`src/rtl/smg_scan_driver_if.sv`:
```
// smg_scan_driver_if: value/mask inputs and segment/select outputs
// of the multiplexed 7-segment scan driver.
interface smg_scan_driver_if #(
   parameter int DIGITS = 6
);
   logic                  enable;
   logic                  load;
   logic [4*DIGITS-1:0]   number_data;
   logic [DIGITS-1:0]     dp_mask;
   logic [DIGITS-1:0]     blank_mask;
   logic [7:0]            smg_data;
   logic [DIGITS-1:0]     smg_sel;
   logic                  frame_done;

   modport master (
      output enable, load, number_data, dp_mask, blank_mask,
      input  smg_data, smg_sel, frame_done
   );

   modport slave (
      input  enable, load, number_data, dp_mask, blank_mask,
      output smg_data, smg_sel, frame_done
   );
endinterface

```
`src/rtl/smg_scan_driver.sv`:
```
// smg_scan_driver: double-buffered multiplexed 7-segment scanner
// with guard interval and leading-zero blanking.
module smg_scan_driver #(
   parameter int DIGITS         = 6,
   parameter int SCAN_DIV       = 50000,
   parameter int GUARD          = 2,
   parameter bit ACTIVE_LOW_SEG = 1'b1,
   parameter bit ACTIVE_LOW_SEL = 1'b1,
   parameter bit BLANK_LEAD     = 1'b1
) (
   input logic               CLK,
   input logic               RST,
   smg_scan_driver_if.slave  bus
);
   localparam int CW = $clog2(SCAN_DIV);
   localparam int IW = (DIGITS > 1) ? $clog2(DIGITS) : 1;
   localparam int NW = 4 * DIGITS;

   localparam logic [7:0] SEG_OFF =
      ACTIVE_LOW_SEG ? 8'hFF : 8'h00;
   localparam logic [DIGITS-1:0] SEL_OFF =
      ACTIVE_LOW_SEL ? {DIGITS{1'b1}} : {DIGITS{1'b0}};
   localparam logic [CW-1:0] CNT_LAST = CW'(SCAN_DIV - 1);
   localparam logic [CW-1:0] CNT_GRD  = CW'(GUARD);
   localparam logic [IW-1:0] IDX_LAST = IW'(DIGITS - 1);

   logic [CW-1:0]     cnt;
   logic [IW-1:0]     idx;
   logic              pending;
   logic [NW-1:0]     sh_num;
   logic [DIGITS-1:0] sh_dp;
   logic [DIGITS-1:0] sh_blk;
   logic [NW-1:0]     act_num;
   logic [DIGITS-1:0] act_dp;
   logic [DIGITS-1:0] act_blk;

   logic              tc;
   logic              boundary;
   logic [7:0]        seg_next;
   logic [DIGITS-1:0] sel_next;

   logic [7:0]        data_q;
   logic [DIGITS-1:0] sel_q;
   logic              done_q;

   function automatic logic [7:0] seg_code(input logic [3:0] n);
      case (n)
         4'h0: seg_code = 8'h3F;
         4'h1: seg_code = 8'h06;
         4'h2: seg_code = 8'h5B;
         4'h3: seg_code = 8'h4F;
         4'h4: seg_code = 8'h66;
         4'h5: seg_code = 8'h6D;
         4'h6: seg_code = 8'h7D;
         4'h7: seg_code = 8'h07;
         4'h8: seg_code = 8'h7F;
         4'h9: seg_code = 8'h6F;
         4'hA: seg_code = 8'h77;
         4'hB: seg_code = 8'h7C;
         4'hC: seg_code = 8'h39;
         4'hD: seg_code = 8'h5E;
         4'hE: seg_code = 8'h79;
         4'hF: seg_code = 8'h71;
      endcase
   endfunction

   assign tc       = (cnt == CNT_LAST);
   assign boundary = bus.enable && tc && (idx == IDX_LAST);

   // Segment image and select pattern for the current slot
   always_comb begin
      logic [3:0] nib;
      logic       hi_zero;
      logic [7:0] img;
      logic [DIGITS-1:0] hot;
      nib     = act_num[{idx, 2'b00} +: 4];
      hi_zero = 1'b1;
      for (int j = 0; j < DIGITS; j++) begin
         if (j >= int'(idx) && act_num[4*j +: 4] != 4'h0)
            hi_zero = 1'b0;
      end
      img = seg_code(nib);
      if (BLANK_LEAD && idx != '0 && hi_zero)
         img = 8'h00;
      img[7] = act_dp[idx];
      if (act_blk[idx])
         img = 8'h00;
      seg_next = ACTIVE_LOW_SEG ? ~img : img;
      hot      = '0;
      hot[idx] = 1'b1;
      if (cnt < CNT_GRD)
         hot = '0;
      sel_next = hot ^ SEL_OFF;
   end

   // Slot divider and digit index; parked at zero while disabled
   always_ff @(posedge CLK) begin
      if (RST || !bus.enable) begin
         cnt <= '0;
         idx <= '0;
      end else if (tc) begin
         cnt <= '0;
         idx <= (idx == IDX_LAST) ? '0 : idx + 1'b1;
      end else begin
         cnt <= cnt + 1'b1;
      end
   end

   // Shadow/active buffers; active only changes at frame edge or idle
   always_ff @(posedge CLK) begin
      if (RST) begin
         pending <= 1'b0;
         sh_num  <= '0;
         sh_dp   <= '0;
         sh_blk  <= '0;
         act_num <= '0;
         act_dp  <= '0;
         act_blk <= '0;
      end else begin
         if (boundary && bus.load) begin
            act_num <= bus.number_data;
            act_dp  <= bus.dp_mask;
            act_blk <= bus.blank_mask;
         end else if ((boundary || !bus.enable) && pending) begin
            act_num <= sh_num;
            act_dp  <= sh_dp;
            act_blk <= sh_blk;
         end
         if (bus.load) begin
            sh_num  <= bus.number_data;
            sh_dp   <= bus.dp_mask;
            sh_blk  <= bus.blank_mask;
            pending <= !boundary;
         end else if (boundary || !bus.enable) begin
            pending <= 1'b0;
         end
      end
   end

   // Registered pin drivers and frame pulse
   always_ff @(posedge CLK) begin
      if (RST) begin
         data_q <= SEG_OFF;
         sel_q  <= SEL_OFF;
         done_q <= 1'b0;
      end else begin
         done_q <= boundary;
         if (bus.enable) begin
            data_q <= seg_next;
            sel_q  <= sel_next;
         end else begin
            data_q <= SEG_OFF;
            sel_q  <= SEL_OFF;
         end
      end
   end

   assign bus.smg_data   = data_q;
   assign bus.smg_sel    = sel_q;
   assign bus.frame_done = done_q;
endmodule

```
`src/flat_wrapper.sv`:
```
// flat-port wrapper written by rule: the top's interface ports become plain ports
module smg_scan_driver_flat 
#(
   parameter int DIGITS         = 6,
   parameter int SCAN_DIV       = 50000,
   parameter int GUARD          = 2,
   parameter bit ACTIVE_LOW_SEG = 1'b1,
   parameter bit ACTIVE_LOW_SEL = 1'b1,
   parameter bit BLANK_LEAD     = 1'b1
)
  (CLK, RST, bus_enable, bus_load, bus_number_data, bus_dp_mask, bus_blank_mask, bus_smg_data, bus_smg_sel, bus_frame_done);
  smg_scan_driver_if #(.DIGITS(DIGITS)) bus_i ();
  input logic CLK;
  input logic RST;
  input wire logic [$bits(bus_i.enable)-1:0] bus_enable;
  input wire logic [$bits(bus_i.load)-1:0] bus_load;
  input wire logic [$bits(bus_i.number_data)-1:0] bus_number_data;
  input wire logic [$bits(bus_i.dp_mask)-1:0] bus_dp_mask;
  input wire logic [$bits(bus_i.blank_mask)-1:0] bus_blank_mask;
  output wire logic [$bits(bus_i.smg_data)-1:0] bus_smg_data;
  output wire logic [$bits(bus_i.smg_sel)-1:0] bus_smg_sel;
  output wire logic [$bits(bus_i.frame_done)-1:0] bus_frame_done;
  assign bus_i.enable = bus_enable;
  assign bus_i.load = bus_load;
  assign bus_i.number_data = bus_number_data;
  assign bus_i.dp_mask = bus_dp_mask;
  assign bus_i.blank_mask = bus_blank_mask;
  assign bus_smg_data = bus_i.smg_data;
  assign bus_smg_sel = bus_i.smg_sel;
  assign bus_frame_done = bus_i.frame_done;
  smg_scan_driver #(.DIGITS(DIGITS), .SCAN_DIV(SCAN_DIV), .GUARD(GUARD), .ACTIVE_LOW_SEG(ACTIVE_LOW_SEG), .ACTIVE_LOW_SEL(ACTIVE_LOW_SEL), .BLANK_LEAD(BLANK_LEAD)) u_core (.CLK(CLK), .RST(RST), .bus(bus_i));
endmodule
```
`config.mk`:
```
export PLATFORM = sky130hd
export DESIGN_NAME = smg_scan_driver_flat
export DESIGN_NICKNAME = d
export VERILOG_FILES = /design/src/rtl/smg_scan_driver_if.sv /design/src/rtl/smg_scan_driver.sv /design/src/flat_wrapper.sv
export SDC_FILE = /design/constraint.sdc
export NUM_CORES = 1
export LEC_CHECK = 0
export ABC_AREA = 1
export CORE_ASPECT_RATIO = 0.7
export CORE_MARGIN = 8
export CORE_UTILIZATION = 57
export CTS_BUF_LIST = sky130_fd_sc_hd__clkbuf_8 sky130_fd_sc_hd__clkbuf_16
export CTS_CLUSTER_DIAMETER = 50
export DETAILED_ROUTE_END_ITERATION = 8
export GPL_TIMING_DRIVEN = 0
export PLACE_DENSITY = 0.82
export SKIP_CTS_REPAIR_TIMING = 1
export SLEW_MARGIN = 10
export SYNTH_ARGS = -nofsm -noshare
export SYNTH_HDL_FRONTEND = slang
export SYNTH_SLANG_ARGS = --single-unit
```
`constraint.sdc`:
```
create_clock -name CLK -period 2.3 [get_ports CLK]
set_clock_uncertainty 0.15 [all_clocks]
set_input_delay 0.345 -clock CLK [delete_from_list [all_inputs] [get_ports CLK]]
set_output_delay 0.345 -clock CLK [all_outputs]
set_load 0.02 [all_outputs]
```
==> impl_metrics.json <==
{
  "status": "complete, no violations",
  "drcViolationCount": 0,
  "synth_nets": 808,
  "leakage_nw": 2.80,
  "detail-route-antenna-nets": 0,
  "grt_pass1_vias": 4695,
  "synth_edf_count": 0,
  "wl_met2_mm": 6.20,
  "die_x_um": 130,
  "timing.fmax_mhz": 462,
  "drt_iter0_drc": 402,
  "drive_gt1_share_pct": 8.20,
  "clk_latency_ps": 350,
  "area_growth_pct": 20.4,
  "wire_per_inst_um": 14.4,
  "critical_path_class": "reg -> reg",
  "powerDensity_nw_per_um2": 637,
  "r2r_end": "u_core.bus.smg_data[3]",
  "antenna_cells": 0,
  "async_reset_ff_share_pct": 0,
  "synth_ff_type": "dfxtp_1",
  "yosys.area.top_type_share_pct": 41.5,
  "design.core.area_um2": 8930,
  "root_buffer": "clkbuf_16",
  "clock_path_buffers": 2,
  "tightestPinTransition_ps": 528,
  "period_share_pct": 94.1,
  "critPathArrivalTime_ps": 2240,
  "clock-sinks": 107,
  "grt_setup_unrepaired": "false",
  "synth.distinct_cells": 36,
  "hpwl_mm": 10.5,
  "slew_viol_final": 0,
  "worst_hold_path_type": "reg -> reg",
  "yosys.area.top_type": "dfxtp_1",
  "cp_max_fo": 8,
  "avgViaCountPerCell": 5.35,
  "gp_congestion": 0.907,
  "track_usage_pct": 22.7,
  "worstRegToRegCells": 10,
  "slew_headroom_pct": 64.8,
  "ys_ff_latch": 107,
  "final_nets": 875,
  "hold_viol": 0,
  "end_kind": "flop",
  "top_layer": "met4",
  "wl_met1_mm": 6.22,
  "die_h_um": 95.6,
  "start_util_pct": 57.8,
  "crit_end": "u_core.bus.smg_data[3]",
  "reg2reg_from": "u_core.idx[2]",
  "seq_area_frac_synth_pct": 41.5,
  "tns_ps": 0,
  "htreeDepth": 3,
  "ir_worst_vdd_mv": 0.380,
  "overflow": 0,
  "die_area_um2": 12400,
  "grt_max_degree": 18,
  "r2r_slack_ps": 140,
  "synth_area_leaders": "dfxtp_1, nand2_1, o21ai_0, nor2_1, inv_1",
  "cts_buffers": 9,
  "floorplan.rows": 29,
  "crit_required_ps": 2380,
  "ioPinCount": 55,
  "setup_viol": 0,
  "yosysWarnings": 0,
  "avgSynthCellArea_um2": 6.80,
  "syn_inst": 758,
  "max-cap-violations": 0,
  "path_clk_slew_ps": 70,
  "num_vias": 5099,
  "whs_ps": 308,
  "critPathLaunchType": "flop",
  "grt_pass1_wl_mm": 22.3,
  "portBuffers": 54,
  "drt_wl_total_mm": 13.7,
  "min_period_ps": 2160,
  "route.met3.wl_mm": 1.08,
  "drt-pass1-iter-count": 5,
  "cts_tree": "done",
  "grt_antenna_before_repair": 0,
  "synthesis.area_um2": 5160,
  "critPathLaunch": "u_core.idx[2]"
}
registers in the layout, indices dropped and copies added, names as in the netlist:
| name | count |
|---|---|
| u_core.act_num | 24 |
| u_core.act_dp | 6 |
| u_core.bus.frame_done | 1 |
| u_core.pending | 1 |
| u_core.idx | 3 |
| u_core.bus.smg_data | 8 |
| u_core.sh_blk | 6 |
| u_core.act_blk | 6 |
| u_core.sh_num | 24 |
| u_core.bus.smg_sel | 6 |
| u_core.cnt | 16 |
| u_core.sh_dp | 6 |
power by group:
part	switching [W]	leakage [nW]	internal (W)	total, W
Combinational	0.000255	1.79	0.000192	0.000447
Sequential	0.0000428	0.879	0.00194	0.00198
Clock	0.000690	0.139	0.000842	0.00153
logic make-up (layout without fill, tap and decap cells):
family	count (synthesis)	count (layout)	synth area share, %
and+or+nand+nor	357	357	29.9
buffers and inverters	132	203	10.6
xor gates and xnor gates	1	1	0.170
AOI/OAI and AO/OA	151	151	15.3
DFF	107	107	41.5
adders and majority gates	10	10	2.43
cell usage after synthesis, types with 3 or more instances:
cell type and instances:
nor4_1 4, o21ai_0 89, clkbuf_1 16, dfxtp_1 107, nand3_2 3, buf_2 5
inv_2 5, o211ai_1 4, inv_1 93, a21oi_1 36, nor2_2 6, nor3_1 4
ha_1 10, nor2_4 3, o21ai_1 12, nor2_1 106, nand3_1 52, nand2_1 166
buf_4 8, nand4_1 4
cells in the final DEF, fill, tap and decap left out, types with 6 or more instances in the layout:
| master | n |
|---|---|
| o21ai_1 | 14 |
| o21ai_0 | 86 |
| nor2_2 | 9 |
| dfxtp_1 | 105 |
| clkbuf_1 | 16 |
| ha_1 | 8 |
| nand2_1 | 166 |
| inv_1 | 92 |
| buf_4 | 11 |
| clkdlybuf4s50_1 | 54 |
| clkbuf_16 | 9 |
| nor2_1 | 102 |
| nand3_1 | 51 |
| a21oi_1 | 36 |
| inv_2 | 6 |
worst max-delay path: stages, from the launching register on:
cell and delay [ps]:
dfxtp_1 310, buf_4 160, nor2_2 330, o211ai_1 180
o21ai_0 130, nor2_2 90, buf_4 150, ha_1 290
nor2_1 50, o21ai_1 140, nand2_1 50
stage by stage:
stage | std cells | utilization (%) | area, µm² | power, W | setup slack, ps
3_5_place_dp | 936 | 65.6 | 5850 | 0.00246 | -149
6_report | 953 | 69.5 | 6210 | 0.00396 | 136
2_1_floorplan | 758 | - | 5160 | 0.00227 | 234
4_1_cts | 951 | 68.8 | 6140 | 0.00396 | -170
3_3_place_gp | 936 | 65.6 | 5850 | 0.00244 | -118
5_1_grt | 953 | 69.5 | 6210 | 0.00412 | 8.73
layout make-up:
cell class / count / area (µm²)
timing repair buffer: 57 / 563
sequential: 107 / 2150
fill: 782 / 2720
inverter: 100 / 375
tap: 124 / 155
clock buffer: 9 / 225
clock inverter: 6 / 66.3
buffer: 31 / 173
multi-input combinational: 519 / 2500
routing by layer:
metal	vias to the layer above	track usage, %
met3	20	6.20
met4	0	7.22
met5	-	0
met2	182	37.3
li1	2554	-
met1	2343	28.7
how the worst min path moves through the flow:
stage | start | depth (start not counted) | endpoint | slack, ps
2_1_floorplan | RST | 1 | u_core.bus.frame_done | 270
3_3_place_gp | u_core.sh_blk[3] | 2 | u_core.sh_blk[3] | 290
3_5_place_dp | u_core.sh_blk[1] | 2 | u_core.sh_blk[1] | 300
4_1_cts | u_core.sh_blk[1] | 2 | u_core.sh_blk[1] | 310
5_1_grt | u_core.sh_dp[4] | 2 | u_core.sh_dp[4] | 330
6_report | u_core.sh_dp[4] | 2 | u_core.sh_dp[4] | 310
(Power assumes the default switching activity.)
